## config.mk

```make
export PLATFORM = sky130hd
export DESIGN_NAME = alu_req_arbiter
export DESIGN_NICKNAME = d
export VERILOG_FILES = /design/src/rtl/alu_req_arbiter.sv
export SDC_FILE = /design/constraint.sdc
export NUM_CORES = 1
export LEC_CHECK = 0
export CAP_MARGIN = 20
export CORE_MARGIN = 4
export CORE_UTILIZATION = 37
export CTS_CLUSTER_DIAMETER = 60
export DETAILED_ROUTE_END_ITERATION = 16
export PLACE_DENSITY = 0.87
export SYNTH_ARGS = -nofsm -noshare
export SYNTH_HDL_FRONTEND = slang
export SYNTH_SLANG_ARGS = --single-unit
```

## constraint.sdc

```tcl
create_clock -name clk -period 1.5 [get_ports clk]
set_clock_uncertainty 0.05 [all_clocks]
set_input_delay 0.45 -clock clk [delete_from_list [all_inputs] [get_ports clk]]
set_output_delay 0.45 -clock clk [all_outputs]
set_load 0.02 [all_outputs]
```

## src/rtl/alu_req_arbiter.sv

```systemverilog
// Two-requester round-robin front end for a shared combinational ALU.
// Registers the granted operands, waits ALU_LAT cycles, then offers the tagged result.
//
// state | meaning
// IDLE  | no operation in flight; grant offered to a valid requester
// WAIT  | operands held on the ALU; latency timer counting down
// RESP  | result captured; waiting for the consumer to accept it
module alu_req_arbiter #(
    parameter int WIDTH   = 8,
    parameter int ALU_LAT = 1,
    parameter int CNT_W   = 16
) (
    input  logic                 clk,
    input  logic                 rst_n,
    input  logic [1:0]           req_valid,
    output logic [1:0]           req_ready,
    input  logic [2*WIDTH-1:0]   req_a,
    input  logic [2*WIDTH-1:0]   req_b,
    input  logic [3:0]           req_cond,
    output logic [WIDTH-1:0]     alu_a,
    output logic [WIDTH-1:0]     alu_b,
    output logic [1:0]           alu_cond,
    input  logic [WIDTH-1:0]     alu_out,
    input  logic                 alu_carry,
    output logic                 rsp_valid,
    input  logic                 rsp_ready,
    output logic [WIDTH-1:0]     rsp_out,
    output logic                 rsp_carry,
    output logic                 rsp_id,
    output logic                 busy,
    output logic [CNT_W-1:0]     op_count
);

    localparam logic [1:0] IDLE = 2'b00;
    localparam logic [1:0] WAIT = 2'b01;
    localparam logic [1:0] RESP = 2'b10;

    localparam int LAT_W = (ALU_LAT < 2) ? 1 : $clog2(ALU_LAT + 1);

    logic [1:0]       state;
    logic             ptr;
    logic [LAT_W-1:0] wait_cnt;

    logic             grant_vld;
    logic             grant;
    logic [WIDTH-1:0] sel_a;
    logic [WIDTH-1:0] sel_b;
    logic [1:0]       sel_cond;

    // The pointer requester wins when valid; otherwise the other one may take the slot.
    always_comb begin
        grant_vld = 1'b0;
        grant     = ptr;
        if (rst_n && state == IDLE) begin
            if (req_valid[ptr]) begin
                grant_vld = 1'b1;
                grant     = ptr;
            end else if (req_valid[~ptr]) begin
                grant_vld = 1'b1;
                grant     = ~ptr;
            end
        end
    end

    assign req_ready = grant_vld ? (grant ? 2'b10 : 2'b01) : 2'b00;
    assign sel_a     = grant ? req_a[2*WIDTH-1:WIDTH] : req_a[WIDTH-1:0];
    assign sel_b     = grant ? req_b[2*WIDTH-1:WIDTH] : req_b[WIDTH-1:0];
    assign sel_cond  = grant ? req_cond[3:2] : req_cond[1:0];
    assign busy      = (state != IDLE);

    always_ff @(posedge clk or negedge rst_n) begin
        if (!rst_n) begin
            state     <= IDLE;
            ptr       <= 1'b0;
            wait_cnt  <= '0;
            alu_a     <= '0;
            alu_b     <= '0;
            alu_cond  <= 2'b00;
            rsp_valid <= 1'b0;
            rsp_out   <= '0;
            rsp_carry <= 1'b0;
            rsp_id    <= 1'b0;
            op_count  <= '0;
        end else begin
            case (state)
                IDLE: begin
                    if (grant_vld) begin
                        alu_a    <= sel_a;
                        alu_b    <= sel_b;
                        alu_cond <= sel_cond;
                        rsp_id   <= grant;
                        ptr      <= ~grant;
                        wait_cnt <= LAT_W'(ALU_LAT);
                        state    <= WAIT;
                    end
                end
                WAIT: begin
                    // Terminal count of 1 lands the capture exactly ALU_LAT edges after grant.
                    wait_cnt <= wait_cnt - LAT_W'(1);
                    if (wait_cnt == LAT_W'(1)) begin
                        rsp_out   <= alu_out;
                        rsp_carry <= alu_carry;
                        rsp_valid <= 1'b1;
                        state     <= RESP;
                    end
                end
                RESP: begin
                    if (rsp_ready) begin
                        rsp_valid <= 1'b0;
                        op_count  <= op_count + CNT_W'(1);
                        state     <= IDLE;
                    end
                end
                default: state <= IDLE;
            endcase
        end
    end

endmodule

```

Yosys cells after proc, flatten, opt, wreduce, memory -nomap -nowiden:

Cells that the tools add are included.

* reductions and logical operators: 11
* add/sub/neg operators: 2
* muxes and demuxes: 24
* $lt $le $gt $ge: 2
* bitwise logic cells: 2
* equal/unequal tests: 5

Operator list (number)
* 16-bit by 1-bit adder with 16-bit output (second input constant): 1
* 8-bit 2-to-1 mux: 2
* 1-bit 2-to-1 mux: 13
* 2-bit 2-to-1 mux: 6
* 2-bit AND reduction: 4
* 2-bit != test (second input constant): 3
* 2-bit one-hot mux with 3 select lines: 1
* 3-bit AND reduction: 2
* 2-bit nonzero test: 3
* 1-bit by 2-bit less-than comparator with 1-bit output (second input constant): 2
* 1-bit one-hot mux with 2 select lines: 2
* 2-bit by 1-bit == test with 1-bit output (second input constant): 1
* 2-bit == test (second input constant): 1
* 2-bit logical NOT: 1
* 1-bit inverter: 2
* 1-bit logical AND: 1
* 1-bit subtractor (second input constant): 1

* input bits: 50
* bits in registers: 49
* logic and storage cells: 57
* output and inout port bits: 48

Depth between registers and ports, before layout:

* depth after elaboration: 8
* gate-level depth with buffers: 5
* mapped depth without buffers: 5

Least setup slack after synthesis:

Ideal clock, no wire load.

* path kind: reg-to-output
* start: register state[1]
* end: output req_ready[0]
* buffers on the path: 1
* path slack: -0.215 ns
* arrival: 1.215 ns
* data required time: 1.000 ns
* cell stages (with the launch flop): 4
* path through: dfrtp_1 > nor3b_2 > and2_0 > clkbuf_1

* longest elaborated chain between the ends: 5
* elaborated cells on any way between the ends: 6
* classes of those cells: 4 x mux; 2 x reduce/logical

Ends and longest elaborated chain
* start, declared: line 40 `logic [1:0] state;`
* start signal, assigned: line 73 `state <= IDLE;`
* start signal, assigned: line 94 `state <= WAIT;`
* start signal, assigned: line 104 `state <= RESP;`
* 2-bit logical NOT *: line 54 `if (rst_n && state == IDLE) begin`
* 1-bit logical AND *: line 54
* 1-bit 2-to-1 mux: line 54
* 2-bit 2-to-1 mux: line 65 `assign req_ready = grant_vld ? (grant ? 2'b10 : 2'b01) : 2'b00;`
* 2-bit 2-to-1 mux *: line 65
* end, declared: line 16 `output logic [1:0] req_ready,`

Every way passes the cells marked *; elsewhere a longest branch is shown, timed or not.

Worst setup path in the final report:

Ends and elaborated chain as after synthesis.

==> reports/qor.csv <==
metric;value;unit
outcome;complete, but fails checks;
violations;setup timing;
diodes;0;
synth-async-reset-ratio;100.0;%
maxCapViolCount;0;
routed_wirelength;5631;um
syn_inst;185;
cts_sinks;49;
crit_type;reg -> out;
hold_viol;0;
final_cell_area;3445;um2
antenna_found_initial;0;
cts_buffers;5;
critPathSlowestCell;dfrtp_1;
ys_ff_latch;49;
dp_cells;382;
grt_max_degree;51;
postCtsHoldBufs;0;
avgRoutedWirePerCell;14.22;um
dp_hpwl;4327;um
synth_simple_gate_area_share;13.70;%
synth_fp_nets;236;
place_area;3403;um2
cts_root_buf;clkbuf_8;
grt_pass1_wl;9425;um
ant_nets;0;
htreeDepth;2;
critPathRequiredTime;1.00;ns
initial_core_util;37.97;%
firstDrtPassIters;4;
gp_congestion;0.7999;
grt_overflow;0;
fin_ws;-0.2733;ns
drt_iter0_drc;99;
cts_tree;yes;
die_w;83.17;um
cts_buffer_depth;2;
p_per_area;1690;nW/um2
cp_max_fo;3;
vias;1909;
critPathCaptureType;primary output;
setup_viol;21;
grt_pass1_vias;2030;
route.detailed.drc;0;
grt_util_met2;31.05;%
gr-max-usage-layer;met2;
post-place-ws;-0.9893;ns
vias_per_cell;4.821;
worst-path-buf-inv;1;
die-area;6917;um2
rsz0062_at_grt;true;
synth_warnings;0;
core_region_area;5507;um2
cp_cell_sequence;nor3b_4 -> and2_4 -> buf_6;
leakagePower;0.001643;uW
syn_avg_cell_area;11.30;um2
yosys-top-cells-count;dfrtp_1, nand2_1, o21ai_0, xnor2_1, a22oi_1;
synth-edff-count;0;
ys_top_cells_by_area;dfrtp_1, xnor2_1, nand2_1;
synthAdderAreaFrac;0.5984;%
yosysMostFrequentCell;dfrtp_1;
yosys.area.top_type;dfrtp_1;
start_kind;register;
met1_usage;18.81;%
synth_area;2091;um2
min_path_type;in -> async;
critical_path_arrival;1.27;ns
area_growth;64.75;%
yosys-mux-area-fraction;4.847;%
synth_compound_gate_area_share;13.11;%
grt.total_usage;16.62;%
pin_count;98;
drive_gt1_share;37.35;%
seq_area_frac_synth;58.65;%
synth_xor_xnor_area_share;6.703;%
synthDistinctLibCells;31;
fin_util;62.55;%
synth_top_family_by_area;simple AND/OR/NAND/NOR gates;
nets;374;
final_cell_count_no_fill;396;
chipHeight;83.17;um
yosysTopAreaCellShare;58.65;%
max_stage_delay;0.42;ns
use_met3;4.762;%
ys.flop_type;dfrtp_1;
fin_crit_sh;118.2;%
max_slew_margin;70.19;%
critical_path.top_delay_family;simple AND/OR/NAND/NOR gates;
fin_crit;1.773;ns
finalMaxSlewViolations;0;
whs;0.1639;ns
clk_latency;0.29;ns
peakVddDrop;1047;uV
fp-row-count;27;
clk_pin_slew;0.09;ns
io_buffers;97;
fmax;563.9;MHz
tightest_slew;0.4471;ns
==> state kept, by name (all words and copies together), names as in the netlist <==
name	count
alu_b	8
rsp_id	1
state	2
wait_cnt	1
alu_a	8
rsp_valid	1
rsp_out	8
op_count	16
rsp_carry	1
ptr	1
alu_cond	2
==> layer usage <==
metal	wire, um	up-vias
li1	-	926
met1	2233	923
met2	3077	58
met3	301	2
met4	18	0
met5	0	-
==> worst paths after layout <==
check                        startpoint           end  slack [ns]  depth (start not counted)
max reg2reg                    state[1]   op_count[5]       -0.15                          7
max in group asynchronous         rst_n      state[0]        0.88                          2
min in group clk           op_count[15]  op_count[15]        0.42                          1
min                               rst_n      alu_b[1]        0.16                          2
max                            state[1]  req_ready[0]       -0.27                          3
min reg2reg                op_count[15]  op_count[15]        0.42                          1
==> final cells by class <==
| class | count | area [um2] |
|---|---|---|
| Timing Repair Buffer | 138 | 1109 |
| Fill cell | 466 | 2062 |
| Multi-Input combinational cell | 125 | 869.6 |
| Inverter | 4 | 15.01 |
| Sequential cell | 49 | 1227 |
| Tap cell | 72 | 90.09 |
| Clock inverter | 3 | 65.06 |
| Clock buffer | 5 | 68.82 |
==> worst reg2reg max path, stage by stage (launching register included) <==
cell and delay (ns):
dfrtp_1 0.42, buf_4 0.15, buf_6 0.12, buf_4 0.13, and3b_2 0.20, and4_4 0.20, buf_4 0.14, xor2_1 0.13
==> cell families after synthesis <==
family | after synthesis
compound gates | 42
xor+xnor | 16
fa+ha+maj | 1
buf+inv | 11
flops | 49
mux | 9
simple gates | 57
==> placed cells by master (no fill, tap or decap), types with 2 or more instances in the layout <==
cell             count
dfrtp_1             48
bufinv_16            2
nand2_1             30
buf_2                3
clkbuf_8             5
clkdlybuf4s15_1      3
o21ai_1              2
nand2b_1             2
nand4_1              4
dlygate4sd2_1        2
a32oi_1              4
clkbuf_2            38
clkdlybuf4s15_2      2
a22oi_1             14
a21boi_2             2
mux2_2               9
buf_4               35
and2_4               2
nand2_2              2
xnor2_1             15
o21ai_0             15
a21o_1               2
buf_6                8
clkdlybuf4s50_1     46
nand3_1              3
inv_1                4
and4_1               2
nand3_2              2
a21oi_1              2
==> power breakdown <==
part / total [uW] / switching, uW / internal, uW
Combinational: 2670 / 1450 / 1220
Clock: 1080 / 421 / 662
Sequential: 2070 / 273 / 1790
==> through the flow <==
stage	setup TNS (ns)	power, uW
after floorplan	-0.02822	3468
after global placement	-11.11	4955
after detailed placement	-13.48	5041
after CTS	-1.884	6080
after global routing	-3.631	6224
final	-2.087	5821
==> timing repair <==
action	in CTS	in global routing
hold endpoints to repair	0	0
endpoints found under the setup margin	68	81
pin swaps	7	7
gates resized for setup	128	46
buffers inserted	5	1
(Power assumes the default switching activity.)
